[config.mk]
export PLATFORM = sky130hd
export DESIGN_NAME = wb_port_arbiter
export DESIGN_NICKNAME = d
export VERILOG_FILES = /design/src/rtl/wb_port_arbiter.sv
export SDC_FILE = /design/constraint.sdc
export NUM_CORES = 1
export LEC_CHECK = 0
export CAP_MARGIN = 0
export CORE_MARGIN = 4
export CORE_UTILIZATION = 40
export DETAILED_ROUTE_END_ITERATION = 12
export PLACE_DENSITY_LB_ADDON = 0.05
export SYNTH_ARGS = -nofsm -noshare
export SYNTH_HDL_FRONTEND = slang
export SYNTH_SLANG_ARGS = --single-unit
[constraint.sdc]
create_clock -name CLK -period 3.6 [get_ports CLK]
set_clock_uncertainty 0.2 [all_clocks]
set_input_delay 0.36 -clock CLK [delete_from_list [all_inputs] [get_ports CLK]]
set_output_delay 0.36 -clock CLK [all_outputs]
set_load 0.02 [all_outputs]
[src/rtl/wb_port_arbiter.sv]
// Register-file write-port arbiter: pipeline writeback vs. one buffered
// long-latency result, with a starvation-forced single-cycle stall.
module wb_port_arbiter #(
    parameter int STARVE_LIMIT = 4,
    parameter int CNT_W        = 4
) (
    input  logic        CLK,
    input  logic        RST,
    input  logic        RFWEWin,
    input  logic        MtoRFSelWin,
    input  logic [31:0] DMOutWin,
    input  logic [31:0] ALUOutWin,
    input  logic [4:0]  RFAWin,
    input  logic        LLValid,
    input  logic [4:0]  LLAddr,
    input  logic [31:0] LLData,
    output logic        LLReady,
    output logic        LLDrop,
    output logic        StallPipe,
    output logic        RFWE,
    output logic [4:0]  RFWA,
    output logic [31:0] RFWD
);

    typedef enum logic [1:0] {
        IDLE  = 2'd0,
        HOLD  = 2'd1,
        STALL = 2'd2
    } state_t;

    localparam logic [CNT_W-1:0] LIMIT = CNT_W'(STARVE_LIMIT);

    state_t           state;
    logic [4:0]       buf_addr;
    logic [31:0]      buf_data;
    logic [CNT_W-1:0] count;

    logic             preq;
    logic [31:0]      pdata;
    logic [CNT_W-1:0] cnt_inc;

    assign preq      = RFWEWin && (RFAWin != 5'd0);
    assign pdata     = MtoRFSelWin ? DMOutWin : ALUOutWin;
    assign cnt_inc   = (count == {CNT_W{1'b1}}) ? count : count + CNT_W'(1);
    assign LLReady   = (state == IDLE);
    assign StallPipe = (state == STALL);

    always_ff @(posedge CLK or posedge RST) begin
        if (RST) begin
            state    <= IDLE;
            buf_addr <= 5'd0;
            buf_data <= 32'd0;
            count    <= '0;
            LLDrop   <= 1'b0;
            RFWE     <= 1'b0;
            RFWA     <= 5'd0;
            RFWD     <= 32'd0;
        end else begin
            RFWE   <= 1'b0;
            LLDrop <= 1'b0;
            case (state)
                IDLE: begin
                    count <= '0;
                    if (preq) begin
                        RFWE <= 1'b1;
                        RFWA <= RFAWin;
                        RFWD <= pdata;
                    end
                    // $0 results are consumed but never buffered
                    if (LLValid && (LLAddr != 5'd0)) begin
                        buf_addr <= LLAddr;
                        buf_data <= LLData;
                        state    <= HOLD;
                    end
                end
                HOLD: begin
                    if (preq) begin
                        RFWE <= 1'b1;
                        RFWA <= RFAWin;
                        RFWD <= pdata;
                        // younger pipeline write supersedes the buffered one
                        if (RFAWin == buf_addr) begin
                            LLDrop <= 1'b1;
                            count  <= '0;
                            state  <= IDLE;
                        end else begin
                            count <= cnt_inc;
                            if (cnt_inc >= LIMIT) begin
                                state <= STALL;
                            end
                        end
                    end else begin
                        RFWE  <= 1'b1;
                        RFWA  <= buf_addr;
                        RFWD  <= buf_data;
                        count <= '0;
                        state <= IDLE;
                    end
                end
                STALL: begin
                    RFWE  <= 1'b1;
                    RFWA  <= buf_addr;
                    RFWD  <= buf_data;
                    count <= '0;
                    state <= IDLE;
                end
                default: begin
                    count <= '0;
                    state <= IDLE;
                end
            endcase
        end
    end

endmodule
After elaboration in Yosys (flattened, before gate mapping)
Cells that the tools add are included.
{"block": "op_classes", "reduce_logical": 10, "n_addsub": 1, "n_mux": 21, "n_eq_ne": 7, "n_lt_le_gt_ge": 1}
{"operator": "2-to-1 mux 32 bit", "n": 3}
{"operator": "one-hot mux 32 bit (3 select lines)", "n": 1}
{"operator": "2-to-1 mux 4 bit", "n": 4}
{"operator": "one-hot mux 5 bit (3 select lines)", "n": 1}
{"operator": "2-to-1 mux 5 bit", "n": 2}
{"operator": "nonzero test 5 bit", "n": 2}
{"operator": "2-to-1 mux 2 bit", "n": 4}
{"operator": "AND reduction 2 bit", "n": 3}
{"operator": "equality test 5 bit", "n": 1}
{"operator": "adder 4 x 1 -> 4 bit (second input constant)", "n": 1}
{"operator": "equality test 4 bit (second input constant)", "n": 1}
{"operator": "greater-or-equal comparator 4 x 3 -> 1 bit (second input constant)", "n": 1}
{"operator": "2-to-1 mux 1 bit", "n": 4}
{"operator": "inequality test 2 x 1 -> 1 bit (second input constant)", "n": 2}
{"operator": "inequality test 4 bit (second input constant)", "n": 1}
{"operator": "one-hot mux 2 bit (2 select lines)", "n": 1}
{"operator": "nonzero test 3 bit", "n": 1}
{"operator": "equality test 2 x 1 -> 1 bit (second input constant)", "n": 1}
{"operator": "equality test 2 bit (second input constant)", "n": 1}
{"operator": "logical AND 1 bit", "n": 2}
{"operator": "zero test 2 bit", "n": 1}
{"operator": "one-hot mux 1 bit (2 select lines)", "n": 1}
{"operator": "OR reduction 2 bit", "n": 1}
{"block": "totals", "input_bits": 111, "word_cells": 48, "ff_bits": 82, "output_inout_bits": 41}

Logic depth before layout (Yosys ltp)
{"block": "depth", "ltp_word": 7, "mapped_depth": 8}

Worst setup path after synthesis
No wires, ideal clock.
{"block": "synth_path", "path_type": "reg2reg", "start": "register state[0]", "end": "register RFWD[0]", "setup_slack_ps": 1548, "path_stages_with_launch": 9, "arrival_ps": 1713, "required_time_ps": 3262, "n_path_buf": 1, "cell_sequence": "dfrtp_1 inv_1 ha_1 nand2_1 a2bb2oi_1 o31ai_4 buf_6 a22oi_1 a21oi_1"}
{"block": "synth_between", "elab_chain_cells": 3, "elab_cells_between_ends": 7}
{"element": "start, declared", "line": "33", "source": "state_t state;"}
{"element": "start signal, assigned", "line": "50", "source": "state <= IDLE;"}
{"element": "start signal, assigned", "line": "73", "source": "state <= HOLD;"}
{"element": "start signal, assigned", "line": "85", "source": "state <= IDLE;"}
{"element": "equality test 2 bit, or another cell as far along", "line": "61", "source": "case (state)"}
{"element": "nonzero test 3 bit (no source line) or inequality test 2 x 1 -> 1 bit (tied branches)"}
{"element": "AND reduction 2 bit (no source line)"}
{"element": "end signal, assigned", "line": "67", "source": "RFWD <= pdata;"}
{"element": "end signal, assigned", "line": "80", "source": "RFWD <= pdata;"}
{"element": "end signal, assigned", "line": "95", "source": "RFWD <= buf_data;"}
{"element": "end, declared", "line": "22", "source": "output logic [31:0] RFWD"}
Parallel ways exist; a longest one is shown, timed or not.
A chain may end at the register's enable or synchronous reset.

Final worst setup path
{"block": "layout_path", "start": "input port RFAWin[3]", "end": "register RFWD[1]"}
{"block": "layout_between", "elab_chain_cells": 4, "elab_cells_between_ends": 6}
{"element": "start, declared", "line": "13", "source": "input logic [4:0] RFAWin,"}
{"element": "nonzero test 5 bit *", "line": "42", "source": "assign preq = RFWEWin && (RFAWin != 5'd0);"}
{"element": "logical AND 1 bit *", "line": "42"}
{"element": "2-to-1 mux 32 bit or inequality test 2 x 1 -> 1 bit (tied branches)"}
{"element": "one-hot mux 32 bit (3 select lines) or AND reduction 2 bit (tied branches)"}
Every way passes the cells marked *; elsewhere a longest branch is shown, timed or not.

==> impl_metrics.py <==
metrics = {
    "critical_path": {
        "critPathSlowestCell": "sky130_fd_sc_hd__a21oi_4",
        "worst-endpoint-arrival_ns": 2.64,
        "critPathCaptureType": "register",
        "cell_chain_critical_path": "clkdlybuf4s50_1 -> or2_2 -> o21ai_0 -> a21oi_4 -> buf_4 -> nor2_1 -> a21oi_1",
        "cp_data_required_time_ns": 3.66,
        "worstSetupPathType": "input port to register",
        "timing.critical_path.from_type": "input port",
        "maximum_fanout_along_the_worst_path": 44,
        "slowest_delay_ns": 0.67,
    },
    "yosys": {
        "synth_cells": 336,
        "synth.avg_cell_area_um2": 11.78,
        "synth_seq_cells": 82,
        "synthesis.yosys.warnings": 0,
        "synth_area_um2": 3959,
        "netlist-cell-type-count": 35,
        "count_of_flip_flops_with_a_built_in_enable_after_synthesis": 0,
        "share_of_async_settable_or_async_resettable_flops_after_synthesis_pct": 100.0,
        "synth_most_common_cell": "sky130_fd_sc_hd__dfrtp_1",
        "synth.top_cells.by_area": "sky130_fd_sc_hd__dfrtp_1 (52%), sky130_fd_sc_hd__mux2_2 (19%), sky130_fd_sc_hd__a22oi_1 (6.3%), sky130_fd_sc_hd__a21oi_1 (5.1%), sky130_fd_sc_hd__nor2_1 (4.2%)",
        "ys.flop_type": "sky130_fd_sc_hd__dfrtp_1",
        "synth_seq_area_share_pct": 51.83,
        "synth_top_cell_area_share_pct": 51.83,
        "synth_area_leader_cell": "sky130_fd_sc_hd__dfrtp_1",
        "net_count_after_synthesis": 452,
        "synth.cells.most_frequent": "sky130_fd_sc_hd__dfrtp_1 (82), sky130_fd_sc_hd__mux2_2 (68), sky130_fd_sc_hd__nor2_1 (44), sky130_fd_sc_hd__a21oi_1 (40), sky130_fd_sc_hd__a22oi_1 (33)",
    },
    "pwr": {
        "vdd_ir_drop_max_uv": 289.4,
        "pwr_density_cell_nw_per_um2": 735.4,
        "power.total_mw": 4.268,
        "static-leakage-power_nw": 2.394,
    },
    "final_layout": {
        "antennaDiodeCount": 0,
        "areaGrowthSynthToFinish_pct": 46.62,
        "filler_cell_count": 838,
        "drive_above_1_share_pct": 21.36,
        "postLayoutCoreUtil_pct": 59.94,
        "finalNetCount": 598,
    },
    "global_route": {
        "number_of_antenna_violations_at_the_first_check_in_global_routing": 0,
        "grt_pass1_vias": 3156,
        "maximum_number_of_pins_on_one_net_before_global_route_repair": 83,
        "grt_usage_pct": 17.60,
        "grt_overflow_total": 0,
        "grt_first_pass_wirelength_mm": 15.97,
    },
    "clock_tree": {
        "cts-root-to-sink-buffers": 2,
        "clock_sink_count": 82,
        "worst_setup_hold_path_clk_slew_ns": 0.09,
        "post_cts_buffers": 0,
        "cts_tree": "built",
        "cts_made_buffers": 9,
        "insertion_delay_ns": 0.35,
        "gates_resized_cts_repair": 0,
        "number_of_buffers_inserted_for_hold_repair_after_clock_tree_synthesis": 0,
        "clock_root_buffer": "sky130_fd_sc_hd__clkbuf_8",
        "htree_num_levels": 3,
    },
    "drt": {
        "detail_route.wirelength_mm": 10.03,
        "first_iter_violations": 108,
        "drc_violation_count_after_routing": 0,
        "avgRoutedWirePerCell_um": 16.18,
        "firstDrtPassIters": 5,
        "route.antenna.remaining_nets": 0,
        "route.vias.total": 3148,
        "route.detailed.vias_per_inst": 5.077,
    },
    "timing": {
        "fmax_mhz": 388.6,
        "finalHoldWorstSlack_ns": 0.2113,
        "finalSetupViolations": 0,
        "min_period_ns": 2.573,
        "sum_neg_setup_slack_ns": 0,
        "final_min_period_over_clock_period_pct": 71.48,
        "hold_viol_final": 0,
        "rsz0062_at_grt": "false",
        "timing.slew.headroom_pct": 48.25,
        "slew_viol_final": 0,
        "tightestPinTransition_ns": 0.7745,
    },
    "run": {
        "max_cap_viol": 0,
    },
    "floorplan": {
        "rows": 36,
        "floorplan.initialDensity_pct": 40.88,
        "dieWidth_um": 107.5,
        "area_of_the_die_um2": 11550,
        "area_inside_the_core_boundary_um2": 9684,
        "ios": 152,
        "die_height_um": 107.5,
    },
    "placed_design": {
        "hpwlAfterDp_mm": 7.159,
        "gp_congestion": 0.8077,
        "io_buffer_count": 151,
    },
    "run_status": {
        "outcome": "finished clean",
    },
    "min_path": {
        "hold_path_class": "input port to async pin",
    },
}
## worst paths after layout
kind / from / endpoint / slack, ns / cells after the start
max: RFAWin[3] / RFWD[1]$_DFFE_PP0P_ / 1.03 / 7
min: RST / buf_data[19]$_DFFE_PP0P_ / 0.21 / 3
max reg2reg: state[0]$_DFFE_PP0P_ / RFWD[1]$_DFFE_PP0P_ / 1.13 / 6
min reg2reg: buf_data[24]$_DFFE_PP0P_ / buf_data[24]$_DFFE_PP0P_ / 0.30 / 1
max in group asynchronous: RST / buf_data[10]$_DFFE_PP0P_ / 2.63 / 3
min in group CLK: buf_data[24]$_DFFE_PP0P_ / buf_data[24]$_DFFE_PP0P_ / 0.30 / 1
## worst max-delay path, delay by kind of cell
| family | cells | cell delay (ns) |
|---|---|---|
| AOI/OAI and AO/OA | 3 | 0.97 |
| buffers and inverters | 2 | 1.02 |
| and+or+nand+nor | 2 | 0.26 |
## final cells by class
| cell class | count | area (µm²) | share of cell area, % |
|---|---|---|---|
| Clock buffer | 10 | 137.6 | 2.371 |
| Clock inverter | 6 | 90.09 | 1.552 |
| Inverter | 4 | 16.27 | 0.2802 |
| Multi-Input combinational cell | 229 | 1773 | 30.55 |
| Sequential cell | 82 | 2052 | 35.35 |
| Tap cell | 133 | 166.4 | 2.867 |
| Timing Repair Buffer | 156 | 1569 | 27.03 |
## stage by stage
stage	area, µm²	setup slack [ns]	std cells
after floorplan	3959	0.9316	336
after global placement	5577	0.6829	604
after detailed placement	5577	0.6616	604
after CTS	5804	1.020	620
after global routing	5804	0.8012	620
final	5804	1.027	620
## cells by family after synthesis
kind of cell    Yosys count  synth area share, %
mux                      70                19.88
compound gates           90                15.27
flops                    82                51.83
xor+xnor                  6                1.328
fa+ha+maj                 5                1.580
buf+inv                  25                3.666
simple gates             58                6.448
## state kept, by name, summed over array words and instances, names as in the netlist
name and count:
count 4, buf_addr 5, LLDrop 1, RFWA 5
state 2, RFWE 1, RFWD 32, buf_data 32
## metal layers
metal,routed length [µm],share of wire (%),global-route usage [%],vias to the layer above
met5,0,0,0,-
met4,140,1.4,5.951,0
met3,750,7.5,4.019,12
met2,4814,48,29.26,117
li1,-,-,-,1514
met1,4324,43,22.59,1505
## where the power goes
group	total (mW)	internal [mW]	switching [mW]	leakage, nW
clock network	0.747	0.411	0.336	0.112
logic	1.92	0.963	0.957	1.31
registers	1.60	1.36	0.238	0.976
## placed cells by master (no fill, tap or decap), types with 3 or more instances in the layout
cell type,instances
sky130_fd_sc_hd__clkdlybuf4s50_1,150
sky130_fd_sc_hd__ha_1,5
sky130_fd_sc_hd__a22oi_2,4
sky130_fd_sc_hd__dfrtp_1,82
sky130_fd_sc_hd__nor2_1,44
sky130_fd_sc_hd__a21oi_1,39
sky130_fd_sc_hd__a22oi_1,33
sky130_fd_sc_hd__xor2_1,3
sky130_fd_sc_hd__nand2_1,3
sky130_fd_sc_hd__xnor2_1,3
sky130_fd_sc_hd__clkbuf_8,10
sky130_fd_sc_hd__mux2_2,68
sky130_fd_sc_hd__buf_4,3
sky130_fd_sc_hd__inv_1,3
(Power assumes the default switching activity.)
